==> config.mk <==
export PLATFORM = sky130hd
export DESIGN_NAME = mfp_bot_upd_responder_flat
export DESIGN_NICKNAME = d
export VERILOG_FILES = /design/src/rtl/mfp_bot_upd_responder_pkg.sv /design/src/rtl/mfp_bot_upd_responder_if.sv /design/src/rtl/mfp_bot_upd_responder_sat_counter.sv /design/src/rtl/mfp_bot_upd_responder.sv /design/src/flat_wrapper.sv
export SDC_FILE = /design/constraint.sdc
export NUM_CORES = 1
export LEC_CHECK = 0
export CORE_ASPECT_RATIO = 1.4
export CORE_MARGIN = 2
export CORE_UTILIZATION = 44
export DETAILED_ROUTE_END_ITERATION = 10
export PLACE_DENSITY = 0.92
export SYNTH_ARGS = -nofsm -noshare
export SYNTH_HDL_FRONTEND = slang
export SYNTH_HIERARCHICAL = 1
export SYNTH_SLANG_ARGS = --single-unit
==> constraint.sdc <==
create_clock -name clk1_in -period 2.22 [get_ports clk1_in]
set_clock_uncertainty 0.15 [all_clocks]
set_input_delay 0.666 -clock clk1_in [delete_from_list [all_inputs] [get_ports clk1_in]]
set_output_delay 0.666 -clock clk1_in [all_outputs]
set_load 0.1 [all_outputs]
==> src/rtl/mfp_bot_upd_responder_pkg.sv <==
// Shared definitions for the Rojobot update responder.
//  - FSM state encoding
//  - register map addresses
//  - CTRL / STATUS bit positions
//  - helper that packs the STATUS word
package mfp_bot_upd_pkg;

  typedef enum logic [1:0] {
    ST_IDLE    = 2'd0,
    ST_PENDING = 2'd1,
    ST_ACK     = 2'd2
  } state_e;

  localparam logic [1:0] ADDR_SNAP   = 2'd0;
  localparam logic [1:0] ADDR_STATUS = 2'd1;
  localparam logic [1:0] ADDR_CTRL   = 2'd2;
  localparam logic [1:0] ADDR_RSVD   = 2'd3;

  localparam int CTRL_ACK_BIT     = 0;
  localparam int CTRL_IRQ_EN_BIT  = 1;
  localparam int CTRL_CLR_OVR_BIT = 2;
  localparam int CTRL_CLR_ERR_BIT = 3;

  localparam int STAT_PENDING_BIT = 0;
  localparam int STAT_BUSY_BIT    = 1;
  localparam int STAT_OVR_LSB     = 8;
  localparam int STAT_ERR_BIT     = 31;

  // STATUS = {err_to, ovr_cnt (zero-extended into [30:8]), 6'b0, busy, pending}
  function automatic logic [31:0] pack_status(input logic        err,
                                              input logic [22:0] ovr,
                                              input logic        busy,
                                              input logic        pending);
    pack_status = {err, ovr, 6'b000000, busy, pending};
  endfunction

endpackage

==> src/rtl/mfp_bot_upd_responder_if.sv <==
// Bundle of the handshake and CPU register-bus signals of the responder.
//  slave  : the responder side (drives IO_INT_ACK, reg_rdata, irq_out)
//  master : the bot/handshake + CPU side (drives everything else)
interface mfp_bot_upd_responder_if;
  logic        IO_BotUpdt;
  logic        IO_BotUpdt_Sync;
  logic        IO_INT_ACK;
  logic [31:0] bot_regs_in;
  logic [1:0]  reg_addr;
  logic        reg_we;
  logic [31:0] reg_wdata;
  logic [31:0] reg_rdata;
  logic        irq_out;

  modport slave (
    input  IO_BotUpdt, IO_BotUpdt_Sync, bot_regs_in, reg_addr, reg_we, reg_wdata,
    output IO_INT_ACK, reg_rdata, irq_out
  );

  modport master (
    output IO_BotUpdt, IO_BotUpdt_Sync, bot_regs_in, reg_addr, reg_we, reg_wdata,
    input  IO_INT_ACK, reg_rdata, irq_out
  );
endinterface

==> src/rtl/mfp_bot_upd_responder_sat_counter.sv <==
// Saturating up-counter with synchronous clear (clear beats increment).
//  clk1_in : clock
//  resetn  : asynchronous active-low reset
//  inc     : count up by one unless already all-ones
//  clr     : zero the count
//  q       : current count
module mfp_sat_counter #(
  parameter int W = 8
) (
  input  logic         clk1_in,
  input  logic         resetn,
  input  logic         inc,
  input  logic         clr,
  output logic [W-1:0] q
);

  localparam logic [W-1:0] CNT_MAX = {W{1'b1}};

  logic [W-1:0] cnt_r;

  // Count register: clear has priority, increments stop at all-ones.
  always_ff @(posedge clk1_in or negedge resetn) begin
    if (!resetn) begin
      cnt_r <= '0;
    end else if (clr) begin
      cnt_r <= '0;
    end else if (inc && (cnt_r != CNT_MAX)) begin
      cnt_r <= cnt_r + W'(1);
    end else begin
      cnt_r <= cnt_r;
    end
  end

  assign q = cnt_r;

endmodule

==> src/rtl/mfp_bot_upd_responder.sv <==
// CPU-side end of the Rojobot update handshake.
// On a latched update flag it snapshots the bot registers and raises an IRQ;
// after software (or AUTO_ACK) acknowledges, it holds IO_INT_ACK until the
// flag is seen low. A sticky timeout flags an ACK that is never answered.
//  clk1_in : system clock
//  resetn  : asynchronous active-low reset
//  bus     : handshake + register bus (slave side)
//    reg_addr 0=SNAP 1=STATUS 2=CTRL 3=reserved; CTRL b0 ACK b1 IRQ_EN b2 CLR_OVR b3 CLR_ERR
module mfp_bot_upd_responder
  import mfp_bot_upd_pkg::*;
#(
  parameter int ACK_TIMEOUT = 16,
  parameter bit AUTO_ACK    = 1'b0,
  parameter int OVR_W       = 8
) (
  input logic                    clk1_in,
  input logic                    resetn,
  mfp_bot_upd_responder_if.slave bus
);

  localparam int              TO_W   = (ACK_TIMEOUT > 2) ? $clog2(ACK_TIMEOUT) : 1;
  localparam logic [TO_W-1:0] TO_LIM = TO_W'(ACK_TIMEOUT - 1);

  state_e           state_r, state_nxt_s;
  logic             int_ack_r, int_ack_nxt_s;
  logic             pending_r, pending_nxt_s;
  logic             irq_en_r, irq_en_nxt_s;
  logic             err_to_r, err_to_nxt_s;
  logic             irq_r;
  logic [31:0]      snap_r;
  logic [TO_W-1:0]  to_cnt_r, to_cnt_nxt_s;
  logic             capture_s, err_set_s;
  logic             ctrl_wr_s, ack_req_s, ovr_inc_s, ovr_clr_s, err_clr_s;
  logic [OVR_W-1:0] ovr_cnt_s;

  assign ctrl_wr_s = bus.reg_we && (bus.reg_addr == ADDR_CTRL);
  // With AUTO_ACK the very first PENDING cycle acknowledges.
  assign ack_req_s = AUTO_ACK || (ctrl_wr_s && bus.reg_wdata[CTRL_ACK_BIT]);
  assign ovr_inc_s = bus.IO_BotUpdt && ((state_r == ST_PENDING) || (state_r == ST_ACK));
  assign ovr_clr_s = ctrl_wr_s && bus.reg_wdata[CTRL_CLR_OVR_BIT];
  assign err_clr_s = ctrl_wr_s && bus.reg_wdata[CTRL_CLR_ERR_BIT];

  mfp_sat_counter #(.W(OVR_W)) u_ovr_cnt (
    .clk1_in (clk1_in),
    .resetn  (resetn),
    .inc     (ovr_inc_s),
    .clr     (ovr_clr_s),
    .q       (ovr_cnt_s)
  );

  // Next-state and next-value logic of the handshake FSM.
  always_comb begin
    state_nxt_s   = state_r;
    int_ack_nxt_s = int_ack_r;
    pending_nxt_s = pending_r;
    to_cnt_nxt_s  = to_cnt_r;
    capture_s     = 1'b0;
    err_set_s     = 1'b0;
    case (state_r)
      ST_IDLE: begin
        int_ack_nxt_s = 1'b0;
        if (bus.IO_BotUpdt_Sync) begin
          capture_s     = 1'b1;
          pending_nxt_s = 1'b1;
          state_nxt_s   = ST_PENDING;
        end else begin
          pending_nxt_s = 1'b0;
        end
      end
      ST_PENDING: begin
        if (ack_req_s) begin
          int_ack_nxt_s = 1'b1;
          pending_nxt_s = 1'b0;
          to_cnt_nxt_s  = '0;
          state_nxt_s   = ST_ACK;
        end else begin
          int_ack_nxt_s = 1'b0;
        end
      end
      ST_ACK: begin
        if (!bus.IO_BotUpdt_Sync) begin
          int_ack_nxt_s = 1'b0;
          state_nxt_s   = ST_IDLE;
        end else begin
          int_ack_nxt_s = 1'b1;
          // Count up to the limit and flag the timeout on the cycle it is reached.
          if (to_cnt_r != TO_LIM) begin
            to_cnt_nxt_s = to_cnt_r + TO_W'(1);
            err_set_s    = ((to_cnt_r + TO_W'(1)) == TO_LIM);
          end else begin
            to_cnt_nxt_s = to_cnt_r;
          end
        end
      end
      default: begin
        int_ack_nxt_s = 1'b0;
        pending_nxt_s = 1'b0;
        state_nxt_s   = ST_IDLE;
      end
    endcase
  end

  // Control-register side effects; a timeout set beats a same-cycle clear.
  always_comb begin
    irq_en_nxt_s = ctrl_wr_s ? bus.reg_wdata[CTRL_IRQ_EN_BIT] : irq_en_r;
    if (err_set_s) begin
      err_to_nxt_s = 1'b1;
    end else if (err_clr_s) begin
      err_to_nxt_s = 1'b0;
    end else begin
      err_to_nxt_s = err_to_r;
    end
  end

  // State, snapshot and output registers.
  always_ff @(posedge clk1_in or negedge resetn) begin
    if (!resetn) begin
      state_r   <= ST_IDLE;
      int_ack_r <= 1'b0;
      pending_r <= 1'b0;
      irq_en_r  <= 1'b0;
      err_to_r  <= 1'b0;
      irq_r     <= 1'b0;
      snap_r    <= 32'h0000_0000;
      to_cnt_r  <= '0;
    end else begin
      state_r   <= state_nxt_s;
      int_ack_r <= int_ack_nxt_s;
      pending_r <= pending_nxt_s;
      irq_en_r  <= irq_en_nxt_s;
      err_to_r  <= err_to_nxt_s;
      irq_r     <= pending_nxt_s & irq_en_nxt_s;
      snap_r    <= capture_s ? bus.bot_regs_in : snap_r;
      to_cnt_r  <= to_cnt_nxt_s;
    end
  end

  // Zero-latency read mux over registered state.
  always_comb begin
    case (bus.reg_addr)
      ADDR_SNAP:   bus.reg_rdata = snap_r;
      ADDR_STATUS: bus.reg_rdata = pack_status(err_to_r, 23'(ovr_cnt_s),
                                               (state_r != ST_IDLE), pending_r);
      ADDR_CTRL:   bus.reg_rdata = {30'd0, irq_en_r, 1'b0};
      ADDR_RSVD:   bus.reg_rdata = 32'h0000_0000;
      default:     bus.reg_rdata = 32'h0000_0000;
    endcase
  end

  assign bus.IO_INT_ACK = int_ack_r;
  assign bus.irq_out    = irq_r;

endmodule

==> src/flat_wrapper.sv <==
// flat-port wrapper written by rule: the top's interface ports become plain ports
module mfp_bot_upd_responder_flat import mfp_bot_upd_pkg::*;
#(
  parameter int ACK_TIMEOUT = 16,
  parameter bit AUTO_ACK    = 1'b0,
  parameter int OVR_W       = 8
)
  (clk1_in, resetn, bus_IO_BotUpdt, bus_IO_BotUpdt_Sync, bus_bot_regs_in, bus_reg_addr, bus_reg_we, bus_reg_wdata, bus_IO_INT_ACK, bus_reg_rdata, bus_irq_out);
  mfp_bot_upd_responder_if bus_i ();
  input logic clk1_in;
  input logic resetn;
  input wire logic [$bits(bus_i.IO_BotUpdt)-1:0] bus_IO_BotUpdt;
  input wire logic [$bits(bus_i.IO_BotUpdt_Sync)-1:0] bus_IO_BotUpdt_Sync;
  input wire logic [$bits(bus_i.bot_regs_in)-1:0] bus_bot_regs_in;
  input wire logic [$bits(bus_i.reg_addr)-1:0] bus_reg_addr;
  input wire logic [$bits(bus_i.reg_we)-1:0] bus_reg_we;
  input wire logic [$bits(bus_i.reg_wdata)-1:0] bus_reg_wdata;
  output wire logic [$bits(bus_i.IO_INT_ACK)-1:0] bus_IO_INT_ACK;
  output wire logic [$bits(bus_i.reg_rdata)-1:0] bus_reg_rdata;
  output wire logic [$bits(bus_i.irq_out)-1:0] bus_irq_out;
  assign bus_i.IO_BotUpdt = bus_IO_BotUpdt;
  assign bus_i.IO_BotUpdt_Sync = bus_IO_BotUpdt_Sync;
  assign bus_i.bot_regs_in = bus_bot_regs_in;
  assign bus_i.reg_addr = bus_reg_addr;
  assign bus_i.reg_we = bus_reg_we;
  assign bus_i.reg_wdata = bus_reg_wdata;
  assign bus_IO_INT_ACK = bus_i.IO_INT_ACK;
  assign bus_reg_rdata = bus_i.reg_rdata;
  assign bus_irq_out = bus_i.irq_out;
  mfp_bot_upd_responder #(.ACK_TIMEOUT(ACK_TIMEOUT), .AUTO_ACK(AUTO_ACK), .OVR_W(OVR_W)) u_core (.clk1_in(clk1_in), .resetn(resetn), .bus(bus_i));
endmodule
==> reports/qor.csv <==
stage;metric;value;unit
logic_synthesis;Syn Area/Cell;11.49;um^2
global_routing;largest net degree at the start of global routing;30;
cts;clock slew at reported path FFs;90;ps
finish;commonest non-fill, non-tap cells in the layout;dfrtp_1 (51), clkdlybuf4s50_1 (39), buf_12 (37), mux2_2 (37), and2_4 (21);
timing;post-route setup slack;-48.66;ps
drt;Vias per Instance;5.420;
floorplanning;row count;33;
worst_setup_path;worst-path maximum fanout;7;
pwr;Max VDD drop;0.7146;mV
worst_hold_path;Min-Delay Path Class;input port to async pin;
placement;Area after DPL;4154;um^2
logic_synthesis;FF+latch count, synth;51;
floorplanning;Ports;105;
cts;deepest clock path buffer count;2;
worst_setup_path;Critical Path Source Type;input port;
placement;Final HPWL DP;4.949;mm
timing;max_slew headroom;0.6300;
pwr;PwrDens;1206;nW/um^2
finish;design area;4491;um^2
cts;TritonCTS clock tree;built;
cts;number of hold buffers added after CTS;0;
timing;period utilization;1.022;
finish;area of the multi-input gates;1592;um^2
logic_synthesis;Unique masters post-synth;45;
cts;CTS root buffer;clkbuf_8;
drt;Post-Route WL;6.977;mm
placement;placed cells;389;
global_routing;antenna violations before repair;0;
logic_synthesis;Post-Syn Area;2678;um^2
drt;Starting DRT DRC Count;170;
finish;Seq. cell area;1276;um^2
worst_setup_path;Critical Path RT;1400;ps
drt;Pre-antenna DRT Iters;4;
timing;Worst Tran Pin Value;555.0;ps
floorplanning;die area;6734;um^2
drt;DR vias;2179;
logic_synthesis;syn_nets;312;
logic_synthesis;ys async rst share;1.000;
placement;global placement routability congestion;0.8377;
drt;ANT nets after route;0;
finish;final core utilization;0.7659;
logic_synthesis;Yosys top cell area share;0.4766;
cts;Num Clock Sinks;51;
finish;# fillers;353;
floorplanning;Initial Utilization;0.4567;
finish;share of layout cells above drive strength 1;0.4759;
status;status;finished with violations;
floorplanning;core region area;5863;um^2
logic_synthesis;number of synthesized flops with an enable pin;0;
logic_synthesis;ys flop type;dfrtp_1;
timing;Max Clk Rate;440.8;MHz
logic_synthesis;post-synthesis sequential area ratio;0.4766;
finish;Layout Cells excl Fill;402;
timing;Slew Limit Fails;0;
timing;Final Hold Viols;0;
drt;average wire per standard cell;17.36;um
status;failing checks;setup timing;
cts;clk_lat worst skew;300;ps
worst_setup_path;CP endpoint kind;output pin;
cts;Num CTS Buffers;5;
timing;worst hold margin;195.9;ps
logic_synthesis;Gate Count Post-Synth;233;
timing;Setup-failing EPs final;32;
global_routing;Tot GR Track Use;0.2144;
finish;Ant. Diodes;0;
timing;RSZ-0062 raised after global routing;yes;
logic_synthesis;Synth area leaders;dfrtp_1 (48%), mux2_2 (16%), and2_1 (5.8%);
pwr;Pleak;1.878;nW
finish;Layout area overhead;67.71;%
finish;nets;410;
timing;post-layout min period;2269;ps
global_routing;first-pass GRT wire length;11.33;mm
logic_synthesis;yosys warns;6;
drt;detailed-route DRC error count;0;
floorplanning;Die Height;96.30;um
cts;# H-tree levels;2;
placement;port bufs;76;
worst_setup_path;Arr. time, crit path;1450;ps
worst_setup_path;CP Class;input port to output pin;
global_routing;vias in the first global route;2379;
floorplanning;Die Wd;69.93;um
global_routing;gr ovfl total;0;
finish;most common cell after layout, fill and taps aside;dfrtp_1;
logic_synthesis;Synth area leader;dfrtp_1;
flow_run;max-cap check violation count;0;
placement;pre-CTS WS;-515.0;ps
state kept, by name, summed over array words and instances, names as in the netlist:
| register | flops |
|---|---|
| u_core/bus.IO_INT_ACK | 1 |
| u_core/bus.irq_out | 1 |
| u_core/err_to_r | 1 |
| u_core/irq_en_r | 1 |
| u_core/pending_r | 1 |
| u_core/snap_r | 32 |
| u_core/state_r | 2 |
| u_core/to_cnt_r | 4 |
| u_core/u_ovr_cnt/q | 8 |
per-layer routing:
layer  up-vias  wire [um]  track usage
met5         -          0            0
met4         0         94      0.07051
met3        14        474      0.06492
met2        94       3929       0.4151
met1      1053       2479       0.2190
li1       1018          -            -
worst max-delay path, stage by stage:
cell and delay [ps]:
buf_6 110, buf_12 170, mux2i_4 280, nor2_4 60, buf_12 160
cell usage after synthesis (2+ instances only):
cell / count
and2_1: 25
and4_1: 2
inv_1: 8
buf_2: 6
a211oi_1: 3
clkbuf_1: 5
nand3_1: 4
nand4_1: 2
a21oi_1: 5
nor3_1: 4
dfrtp_1: 51
ha_1: 8
nand2b_1: 4
mux2i_1: 14
o221ai_1: 2
or3_1: 2
xnor2_1: 2
nand2_1: 5
nor2_1: 15
mux2_2: 37
nor2b_1: 4
nor3b_1: 2
final timing paths:
path / startpoint / end / slack (ps) / cells after the start
min in group clk1_in: u_core/snap_r[6] / u_core/snap_r[6] / 360 / 1
min: resetn / u_core/snap_r[18] / 200 / 1
max in group asynchronous: resetn / u_core/bus.IO_INT_ACK / 1160 / 2
max reg2reg: u_core/state_r[1] / u_core/u_ovr_cnt/q[5] / 180 / 6
max: bus_reg_addr[0] / bus_reg_rdata[10] / -50 / 5
min reg2reg: u_core/snap_r[6] / u_core/snap_r[6] / 360 / 1
power breakdown:
group          switching [mW]  internal [mW]
logic                    1.65           1.42
registers               0.365           1.34
clock network           0.304          0.336
stage by stage:
| step | setup TNS (ps) | power [mW] |
|---|---|---|
| finish | -818.0 | 5.415 |
| global route | -1640 | 5.662 |
| CTS | -938.1 | 5.402 |
| detailed placement | -26430 | 4.564 |
| global placement | -23740 | 4.435 |
| floorplan | -5690 | 3.565 |
cells by family (layout without fill, tap and decap cells):
| family | count (synthesis) | after routing | share of synthesized area |
|---|---|---|---|
| multiplexers | 52 | 52 | 0.2121 |
| adder cells (fa/ha/maj) | 8 | 8 | 0.03738 |
| flip-flops | 51 | 51 | 0.4766 |
| XOR/XNOR | 2 | 2 | 0.006543 |
| buffers and inverters | 21 | 120 | 0.03411 |
| AO/OA/AOI/OAI | 22 | 22 | 0.06075 |
| AND/OR/NAND/NOR | 77 | 77 | 0.1724 |
final cells by class:
type | instances | area share
clock buffers | 5 | 0.01532
clock inverters | 3 | 0.009752
inverters | 8 | 0.006687
multi-input cells | 161 | 0.3544
flip-flops and latches | 51 | 0.2842
well taps | 70 | 0.01950
repair buffers | 104 | 0.3101
repair_timing:
item | in CTS | in global routing
buffers inserted | 1 | 1
endpoints found under the hold margin | 0 | 0
setup endpoints to repair | 48 | 32
gates cloned | 3 | 0
pin swaps | 25 | 0
gates resized for setup | 48 | 0
Note: power is estimated with default switching activity, not from simulation.
